[config.mk]
export PLATFORM = sky130hd
export DESIGN_NAME = mult8_seq
export DESIGN_NICKNAME = d
export VERILOG_FILES = /design/src/rtl/mult8_seq.sv
export SDC_FILE = /design/constraint.sdc
export NUM_CORES = 1
export LEC_CHECK = 0
export CORE_UTILIZATION = 40
export CTS_BUF_LIST = sky130_fd_sc_hd__clkbuf_4 sky130_fd_sc_hd__clkbuf_8
export DETAILED_ROUTE_END_ITERATION = 8
export GPL_ROUTABILITY_DRIVEN = 0
export PLACE_DENSITY_LB_ADDON = 0.2
export SYNTH_ARGS = -nofsm -noshare
export SYNTH_HDL_FRONTEND = slang
export SYNTH_HIERARCHICAL = 1
export SYNTH_SLANG_ARGS = --single-unit
[constraint.sdc]
create_clock -name clk -period 5.4 [get_ports clk]
set_input_delay 0.54 -clock clk [delete_from_list [all_inputs] [get_ports clk]]
set_output_delay 0.54 -clock clk [all_outputs]
set_load 0.05 [all_outputs]
[src/rtl/mult8_seq.sv]
// ----------------------------------------------------------------------------
// mult8_seq
//   Sequential unsigned 8x8 -> 16-bit multiplier. One combinational 4x4 array
//   multiplier is reused across four cycles. Each cycle handles one nibble
//   partial product and adds it, shifted, into a 16-bit accumulator.
//
// Ports
//   clk       rising-edge clock
//   rst       asynchronous, active-high reset
//   start     request; accepted when ready is high
//   a, b      8-bit operands; captured only on an accepting edge
//   ready     high in IDLE or DONE (a start will be accepted)
//   busy      high while the four partial products are accumulated
//   done      one-cycle pulse; p is final
//   p         16-bit product; holds until the next accepted start
//   op_count  completed multiplies, wraps 0xFF -> 0x00
// ----------------------------------------------------------------------------

// ----------------------------------------------------------------------------
// multiplier
//   Combinational 4x4 unsigned array multiplier. Each row is a ANDed with one
//   bit of b and shifted to that bit's weight. The rows are then summed.
//
// Ports
//   a, b   4-bit operands
//   p      8-bit product
// ----------------------------------------------------------------------------
module multiplier (
    input  logic [3:0] a,
    input  logic [3:0] b,
    output logic [7:0] p
);

    always_comb begin
        // NOTE: combinational logic uses blocking '=' so that each row sees
        // the running sum. The default assignment first prevents a latch.
        p = 8'h00;
        for (int i = 0; i < 4; i++) begin
            p = p + (8'({4'b0000, a & {4{b[i]}}}) << i);
        end
    end

endmodule

module mult8_seq (
    input  logic        clk,
    input  logic        rst,
    input  logic        start,
    input  logic [7:0]  a,
    input  logic [7:0]  b,
    output logic        ready,
    output logic        busy,
    output logic        done,
    output logic [15:0] p,
    output logic [7:0]  op_count
);

    typedef enum logic [2:0] {
        S_IDLE = 3'd0,
        S_PP0  = 3'd1,
        S_PP1  = 3'd2,
        S_PP2  = 3'd3,
        S_PP3  = 3'd4,
        S_DONE = 3'd5
    } state_t;

    state_t      state;
    logic [7:0]  a_q;
    logic [7:0]  b_q;
    logic [15:0] acc;

    logic [3:0]  mul_a;
    logic [3:0]  mul_b;
    logic [7:0]  pp;
    logic [15:0] addend;

    // Select the operand nibbles for the current partial product.
    // PP1 and PP3 use the high nibble of a_q.
    // PP2 and PP3 use the high nibble of b_q.
    always_comb begin
        mul_a = a_q[3:0];
        mul_b = b_q[3:0];
        if (state == S_PP1 || state == S_PP3) mul_a = a_q[7:4];
        if (state == S_PP2 || state == S_PP3) mul_b = b_q[7:4];
    end

    multiplier u_mul (
        .a (mul_a),
        .b (mul_b),
        .p (pp)
    );

    // Weight of the partial product. pp is zero-extended before it is shifted.
    always_comb begin
        addend = {8'h00, pp};
        case (state)
            S_PP1, S_PP2: addend = {8'h00, pp} << 4;
            S_PP3:        addend = {8'h00, pp} << 8;
            default:      addend = {8'h00, pp};
        endcase
    end

    assign p = acc;

    // The FSM, datapath registers and decoded outputs sit in one block.
    // ready/busy/done are registered together with the next state, so they
    // always match that state's decode.
    always_ff @(posedge clk or posedge rst) begin
        if (rst) begin
            // NOTE: the operand registers are reset along with the control
            // state, so a_q/b_q read as zero after reset instead of holding
            // stale operands.
            state    <= S_IDLE;
            a_q      <= 8'h00;
            b_q      <= 8'h00;
            acc      <= 16'h0000;
            op_count <= 8'h00;
            ready    <= 1'b1;
            busy     <= 1'b0;
            done     <= 1'b0;
        end else begin
            // NOTE: sequential state uses non-blocking '<=' so that every
            // register samples values from before the edge.
            case (state)
                S_IDLE, S_DONE: begin
                    if (start) begin
                        a_q   <= a;
                        b_q   <= b;
                        acc   <= 16'h0000;
                        state <= S_PP0;
                        ready <= 1'b0;
                        busy  <= 1'b1;
                        done  <= 1'b0;
                    end else begin
                        state <= S_IDLE;
                        ready <= 1'b1;
                        busy  <= 1'b0;
                        done  <= 1'b0;
                    end
                end
                S_PP0: begin
                    acc   <= acc + addend;
                    state <= S_PP1;
                end
                S_PP1: begin
                    acc   <= acc + addend;
                    state <= S_PP2;
                end
                S_PP2: begin
                    acc   <= acc + addend;
                    state <= S_PP3;
                end
                S_PP3: begin
                    acc      <= acc + addend;
                    state    <= S_DONE;
                    op_count <= op_count + 8'h01;
                    ready    <= 1'b1;
                    busy     <= 1'b0;
                    done     <= 1'b1;
                end
                default: begin
                    state <= S_IDLE;
                    ready <= 1'b1;
                    busy  <= 1'b0;
                    done  <= 1'b0;
                end
            endcase
        end
    end

endmodule

==> insert_results.sql, run 1 <==
INSERT INTO impl_metrics (metric_group, metric, value, unit) VALUES
('floorplan', 'die_h', '92.13', 'µm'),
('critical_path', 'crit_arrival', '5.40', 'ns'),
('synth', 'synthFlopType', 'sky130_fd_sc_hd__dfrtp_1', ''),
('clocking', 'clock-root-buffer', 'sky130_fd_sc_hd__clkbuf_8', ''),
('clocking', 'cts_tree', 'built', ''),
('placement', 'dp_hpwl', '5.278', 'mm'),
('critical_path', 'worst_setup_path_end_kind', 'flop', ''),
('detailed_routing', 'final_wl', '6.972', 'mm'),
('floorplan', 'rows', '32', ''),
('timing', 'final-hold-violation-count', '0', ''),
('clocking', 'cts_hold_repair.buffers', '0', ''),
('grt', 'number_of_antenna_violations_at_the_first_check_in_global_routing', '0', ''),
('detailed_routing', 'avgRoutedWirePerCell', '14.20', 'µm'),
('final_layout', 'drive_above_1_share', '0.1928', ''),
('critical_path', 'crit_path_max_incr_delay', '0.56', 'ns'),
('floorplan', 'initial_utilization', '0.4162', ''),
('timing', 'fin_worst_skew', '0.01323', 'ns'),
('synth', 'yosysWarnings', '6', ''),
('timing', 'timing.max_slew.rel_slack', '0.3481', ''),
('grt', 'global_route.usage.total', '0.1735', ''),
('synth', 'synth-seq-cells', '46', ''),
('floorplan', 'die-area', '8488', 'µm²'),
('synth', 'ys_async_sr_fraction', '1.000', ''),
('clocking', 'clk_path_buf_depth', '2', ''),
('floorplan', 'io_pins', '46', ''),
('synth', 'synth_enable_flop_cells', '0', ''),
('detailed_routing', 'drtPass1Iterations', '4', ''),
('detailed_routing', 'drt_drc_violations_left', '0', ''),
('timing', 'layout_min_cycle_time', '5.195', 'ns'),
('critical_path', 'critical_path_required', '5.60', 'ns'),
('clocking', 'path_clk_slew', '0.09', 'ns'),
('min_path', 'worstHoldPathType', 'flop to flop', ''),
('clocking', 'clkLatencyLatePin', '0.31', 'ns'),
('clocking', 'cts_sinks', '46', ''),
('detailed_routing', 'detail_route.wirelength.met1', '3.320', 'mm'),
('clocking', 'cts-buffers-inserted', '5', ''),
('detailed_routing', 'drtIter0Drc', '60', ''),
('final_layout', 'antenna_cells_inserted', '0', ''),
('synth', 'post_synth_inst_count', '326', ''),
('critical_path', 'crit_path_top_delay_cell', 'sky130_fd_sc_hd__fa_2', ''),
('placement', 'place_worst_setup_slack', '0.01114', 'ns'),
('detailed_routing', 'route.met2.wl', '3.291', 'mm'),
('detailed_routing', 'drt-vias-per-instance', '5.216', ''),
('synth', 'synthesized_net_count', '376', ''),
('timing', 'setup_viol', '0', ''),
('grt', 'grt_first_pass_wirelength', '11.76', 'mm'),
('detailed_routing', 'routed.top_layer', 'met4', ''),
('grt', 'pin_count_of_the_biggest_net_entering_global_routing', '47', ''),
('timing', 'worst_slew_pin_slew', '0.9764', 'ns'),
('synth', 'yosysSeqAreaShare', '0.3546', ''),
('floorplan', 'core-area', '7807', 'µm²'),
('synth', 'ys_types', '50', ''),
('detailed_routing', 'drt.antenna.violating_nets', '0', ''),
('critical_path', 'critical-path-top-cell-by-count', 'sky130_fd_sc_hd__a21oi_2', ''),
('timing', 'layout_worst_path_cycle_share', '0.9620', ''),
('detailed_routing', 'vias_post_dr', '2561', ''),
('floorplan', 'fp.dieW', '92.13', 'µm'),
('clocking', 'h_tree_level_count', '2', ''),
('critical_path', 'path_max_fanout', '5', ''),
('placement', 'numPortBuffers', '45', ''),
('synth', 'synthesis.area_per_instance', '9.967', 'µm²'),
('timing', 'final_critical_path_setup_slack', '0.2051', 'ns'),
('critical_path', 'crit_path_cell_trace', 'nand2b_1, a21oi_2, buf_4, mux2_2, nand2_1, fa_1, inv_1, ha_2, fa_1, ha_2, fa_2, nand2_1, a21oi_2, ha_1, a21oi_2, a311oi_4, o21ai_1, a21boi_1, or3_1, a32o_1', ''),
('critical_path', 'worst-setup-path-type', 'flop to flop', ''),
('flow_run', 'max_cap_viol_count', '0', ''),
('outcome', 'status', 'finished, final reports clean', ''),
('final_layout', 'design.final.nets', '438', ''),
('critical_path', 'setup.worst_path.start_class', 'flop', ''),
('detailed_routing', 'met3_length', '269', 'µm'),
('grt', 'globalRouteOverflowTotal', '0', ''),
('synth', 'synth_area', '3249', 'µm²'),
('timing', 'drv_slew', '0', ''),
('timing', 'totalNegativeSetupSlack', '0', 'ns'),
('final_layout', 'area_growth_syn_to_layout', '26.53', '%'),
('timing', 'maximum_achievable_frequency', '192.5', 'MHz'),
('grt', 'via_count_of_the_first_global_routing_pass', '2432', '');
placed cells by master, fill, tap and decap left out, types with 3 or more instances in the layout:
master,count
sky130_fd_sc_hd__clkdlybuf4s50_1,45
sky130_fd_sc_hd__dfrtp_1,43
sky130_fd_sc_hd__nand2_1,36
sky130_fd_sc_hd__ha_1,23
sky130_fd_sc_hd__buf_4,20
sky130_fd_sc_hd__mux2_2,16
sky130_fd_sc_hd__xnor2_1,15
sky130_fd_sc_hd__a21oi_1,14
sky130_fd_sc_hd__a21o_1,12
sky130_fd_sc_hd__and3_1,12
sky130_fd_sc_hd__and2_1,12
sky130_fd_sc_hd__xor2_1,11
sky130_fd_sc_hd__o21ai_0,11
sky130_fd_sc_hd__o21ai_1,11
sky130_fd_sc_hd__nor2_1,9
sky130_fd_sc_hd__mux2_1,8
sky130_fd_sc_hd__inv_1,8
sky130_fd_sc_hd__a21oi_2,6
sky130_fd_sc_hd__a32o_1,5
sky130_fd_sc_hd__clkbuf_8,5
sky130_fd_sc_hd__nand2b_1,4
sky130_fd_sc_hd__nand4_1,4
sky130_fd_sc_hd__o22ai_1,4
sky130_fd_sc_hd__fa_1,4
sky130_fd_sc_hd__nand3_1,3
sky130_fd_sc_hd__nor2b_1,3
sky130_fd_sc_hd__or3_1,3
through the flow:
stage               hold WS, ns    util  cell area (µm²)  instances
finish                   0.4825  0.5266             4111        491
global route             0.5072  0.5266             4111        491
CTS                      0.4841  0.5131             4006        487
detailed placement       0.4684  0.4986             3892        479
global placement         0.4603  0.4986             3892        479
floorplan                0.4522       -             3249        326
layout make-up:
type	count	area [µm²]
Clock buffer	6	76.32
Clock inverter	2	37.54
Fill cell	729	3696
Inverter	9	33.78
Multi-Input combinational cell	260	2076
Sequential cell	46	1155
Tap cell	102	127.6
Timing Repair Buffer	66	605.6
registers in the layout (all words and copies together), names as in the netlist:
signal / flops
p: 16
done: 1
a_q: 8
state: 3
b_q: 8
busy: 1
ready: 1
op_count: 8
layer usage:
metal  vias to the layer above  track usage
li1                       1292            -
met2                        49       0.2836
met4                         0      0.05078
met5                         -            0
met3                         7      0.03151
met1                      1213       0.2342
cell usage after synthesis (all sizes together), types with 6 or more instances:
cell   number  area [µm²]
a21o       12       90.09
and3       13       81.33
o21ai      22       110.1
xor2       12       105.1
and2       12       75.07
nand2      37       138.9
xnor2      17       156.4
nor2       12       62.56
a21oi      20       115.1
mux2       24       270.3
buf         6       32.53
ha         26       325.3
inv         9       33.78
dfrtp      45        1126
cells by family after synthesis:
kind of cell	Yosys count	synth area share
and+or+nand+nor	99	0.1598
AOI/OAI and AO/OA	77	0.1613
DFF	46	0.3546
adders and majority gates	31	0.1309
xor gates and xnor gates	29	0.08048
muxes	24	0.08317
buffers and inverters	20	0.02965
worst paths after layout:
| check | startpoint | end | slack, ns | cells past startpoint |
|---|---|---|---|---|
| max | state[2]$_DFF_PP0_ | p[13]$_DFFE_PP0P_ | 0.21 | 20 |
| min | op_count[7]$_DFFE_PP0N_ | op_count[7]$_DFFE_PP0N_ | 0.48 | 1 |
| max reg2reg | state[2]$_DFF_PP0_ | p[13]$_DFFE_PP0P_ | 0.21 | 20 |
| min reg2reg | op_count[7]$_DFFE_PP0N_ | op_count[7]$_DFFE_PP0N_ | 0.48 | 1 |
| max in group asynchronous | rst | state[2]$_DFF_PP0_ | 3.96 | 2 |
| min in group asynchronous | rst | op_count[4]$_DFFE_PP0N_ | 0.78 | 2 |
critical path, delay by kind of cell (launching register included):
kind,cells,cell delay [ns]
AOI/OAI and AO/OA,7,1.32
adders and majority gates,6,2.09
buffers and inverters,2,0.23
DFF,1,0.44
muxes,1,0.36
and+or+nand+nor,4,0.64
timing repair:
item                                    CTS  global route
setup buffers                             0             4
endpoints found under the setup margin    1             8
pin swaps                                 0             6
resized for setup                         1            18
gates cloned                              0             0
Power of run 1 is not shown: default switching activity piles up to over one toggle a cycle in this logic, so the estimate is an artifact.
==> run 2: changes to the inputs <==
SLEW_MARGIN = 30   (was unset)
==> insert_results.sql, run 2 (synthesis results as in run 1) <==
INSERT INTO impl_metrics (metric_group, metric, value, unit) VALUES
('final_layout', 'layout_commonest_cell', 'sky130_fd_sc_hd__clkdlybuf4s50_1', ''),
('final_layout', 'leading_cell_types_in_the_layout_fill_and_taps_excluded', '45 x sky130_fd_sc_hd__clkdlybuf4s50_1, 43 x sky130_fd_sc_hd__dfrtp_1, 35 x sky130_fd_sc_hd__nand2_1', ''),
('floorplan', 'die_h', '92.13', 'µm'),
('flow_run', 'max_cap_viol_count', '0', ''),
('clocking', 'clkLatencyLatePin', '0.31', 'ns'),
('timing', 'final-hold-violation-count', '0', ''),
('timing', 'totalNegativeSetupSlack', '0', 'ns'),
('grt', 'globalRouteOverflowTotal', '0', ''),
('timing', 'timing.max_slew.rel_slack', '0.5685', ''),
('detailed_routing', 'drt-vias-per-instance', '5.254', ''),
('floorplan', 'io_pins', '46', ''),
('outcome', 'status', 'finished, final reports clean', ''),
('floorplan', 'fp.dieW', '92.13', 'µm'),
('timing', 'drv_slew', '0', ''),
('clocking', 'cts_hold_repair.buffers', '0', ''),
('grt', 'pin_count_of_the_biggest_net_entering_global_routing', '47', ''),
('final_layout', 'area_growth_syn_to_layout', '28.23', '%'),
('final_layout', 'finish.utilization', '0.5337', ''),
('grt', 'grt_first_pass_wirelength', '11.71', 'mm'),
('floorplan', 'core-area', '7807', 'µm²'),
('detailed_routing', 'avgRoutedWirePerCell', '14.29', 'µm'),
('grt', 'via_count_of_the_first_global_routing_pass', '2475', ''),
('final_layout', 'design.final.nets', '440', ''),
('placement', 'place_worst_setup_slack', '0.01946', 'ns'),
('clocking', 'path_clk_slew', '0.09', 'ns'),
('detailed_routing', 'drt.antenna.violating_nets', '0', ''),
('timing', 'maximum_achievable_frequency', '191.1', 'MHz'),
('timing', 'final_critical_path_setup_slack', '0.1682', 'ns'),
('floorplan', 'rows', '32', ''),
('grt', 'global_route.usage.total', '0.1732', ''),
('final_layout', 'drive_above_1_share', '0.2123', ''),
('critical_path', 'worst-setup-path-type', 'flop to flop', ''),
('critical_path', 'setup.worst_path.start_class', 'flop', ''),
('min_path', 'worstHoldPathType', 'flop to flop', ''),
('timing', 'layout_worst_path_cycle_share', '0.9689', ''),
('timing', 'worst_slew_pin_slew', '0.6465', 'ns'),
('detailed_routing', 'vias_post_dr', '2590', ''),
('floorplan', 'initial_utilization', '0.4162', ''),
('clocking', 'h_tree_level_count', '2', ''),
('clocking', 'cts-buffers-inserted', '5', ''),
('detailed_routing', 'drt_drc_violations_left', '0', ''),
('clocking', 'cts_sinks', '46', ''),
('clocking', 'cts_tree', 'built', ''),
('critical_path', 'path_max_fanout', '6', ''),
('grt', 'number_of_antenna_violations_at_the_first_check_in_global_routing', '0', ''),
('timing', 'hold_slack', '0.4824', 'ns'),
('placement', 'numPortBuffers', '45', ''),
('detailed_routing', 'drtPass1Iterations', '4', ''),
('critical_path', 'crit_arrival', '5.44', 'ns'),
('detailed_routing', 'drtIter0Drc', '83', ''),
('timing', 'setup_repair_after_global_routing_missed_its_margin', 'yes', ''),
('timing', 'fin_worst_skew', '0.01107', 'ns'),
('final_layout', 'largest_register_ff_count', '16', ''),
('critical_path', 'critical_path_required', '5.61', 'ns'),
('detailed_routing', 'final_wl', '7.046', 'mm'),
('timing', 'setup_viol', '0', ''),
('timing', 'layout_min_cycle_time', '5.232', 'ns'),
('critical_path', 'worst_setup_path_end_kind', 'flop', ''),
('floorplan', 'die-area', '8488', 'µm²'),
('placement', 'dp_hpwl', '5.291', 'mm'),
('clocking', 'clk_path_buf_depth', '2', ''),
('final_layout', 'antenna_cells_inserted', '0', ''),
('clocking', 'clock-root-buffer', 'sky130_fd_sc_hd__clkbuf_8', '');
-- run 2: path summary, 6_finish.rpt --
kind | start | endpoint | slack, ns | cells after the start
worst min register to register | op_count[7]$_DFFE_PP0N_ | op_count[7]$_DFFE_PP0N_ | 0.48 | 1
worst min-delay path | op_count[7]$_DFFE_PP0N_ | op_count[7]$_DFFE_PP0N_ | 0.48 | 1
worst max-delay path | state[1]$_DFF_PP0_ | p[13]$_DFFE_PP0P_ | 0.17 | 21
worst max register to register | state[1]$_DFF_PP0_ | p[13]$_DFFE_PP0P_ | 0.17 | 21
min in group asynchronous | rst | op_count[0]$_DFFE_PP0N_ | 0.63 | 2
max in group asynchronous | rst | state[2]$_DFF_PP0_ | 4.32 | 2
-- run 2: final cells by class --
type                            count  area [µm²]
Clock buffer                        6       76.32
Clock inverter                      2       37.54
Fill cell                         723        3641
Inverter                            9       36.28
Multi-Input combinational cell    260        2110
Sequential cell                    46        1155
Tap cell                          102       127.6
Timing Repair Buffer               68       624.3
-- run 2: critical path, cell delays in order, from the launching register on --
cell and delay [ns]:
sky130_fd_sc_hd__dfrtp_2 0.46, sky130_fd_sc_hd__buf_4 0.15, sky130_fd_sc_hd__nor2_4 0.07, sky130_fd_sc_hd__nand2_1 0.09, sky130_fd_sc_hd__nand2_2 0.16, sky130_fd_sc_hd__mux2_4 0.33
sky130_fd_sc_hd__nand2_1 0.09, sky130_fd_sc_hd__fa_1 0.42, sky130_fd_sc_hd__inv_1 0.08, sky130_fd_sc_hd__ha_2 0.19, sky130_fd_sc_hd__fa_2 0.43, sky130_fd_sc_hd__ha_2 0.20
sky130_fd_sc_hd__fa_2 0.60, sky130_fd_sc_hd__nand2_1 0.07, sky130_fd_sc_hd__a21oi_2 0.20, sky130_fd_sc_hd__ha_1 0.32, sky130_fd_sc_hd__a21oi_2 0.29, sky130_fd_sc_hd__a311oi_4 0.16
sky130_fd_sc_hd__o21ai_1 0.16, sky130_fd_sc_hd__a21boi_1 0.09, sky130_fd_sc_hd__or3_1 0.31, sky130_fd_sc_hd__a32o_1 0.26
-- run 2: timing repair --
item                       in CTS  in global routing
buffers inserted                0                  6
resized for setup               0                 30
setup endpoints to repair       0                  8
-- run 2: layer usage --
layer | share of wire | up-vias | global-route usage
met5 | 0 | - | 0
met4 | 0.014 | 0 | 0.04688
met3 | 0.033 | 10 | 0.02819
met2 | 0.48 | 57 | 0.2942
met1 | 0.47 | 1235 | 0.2279
li1 | - | 1288 | -
-- run 2: stage by stage --
stage,cells,area [µm²]
finish,493,4167
global route,493,4167
CTS,487,4009
detailed placement,479,3895
global placement,479,3892
floorplan,326,3249
Power of run 2 is left out for the same reason.
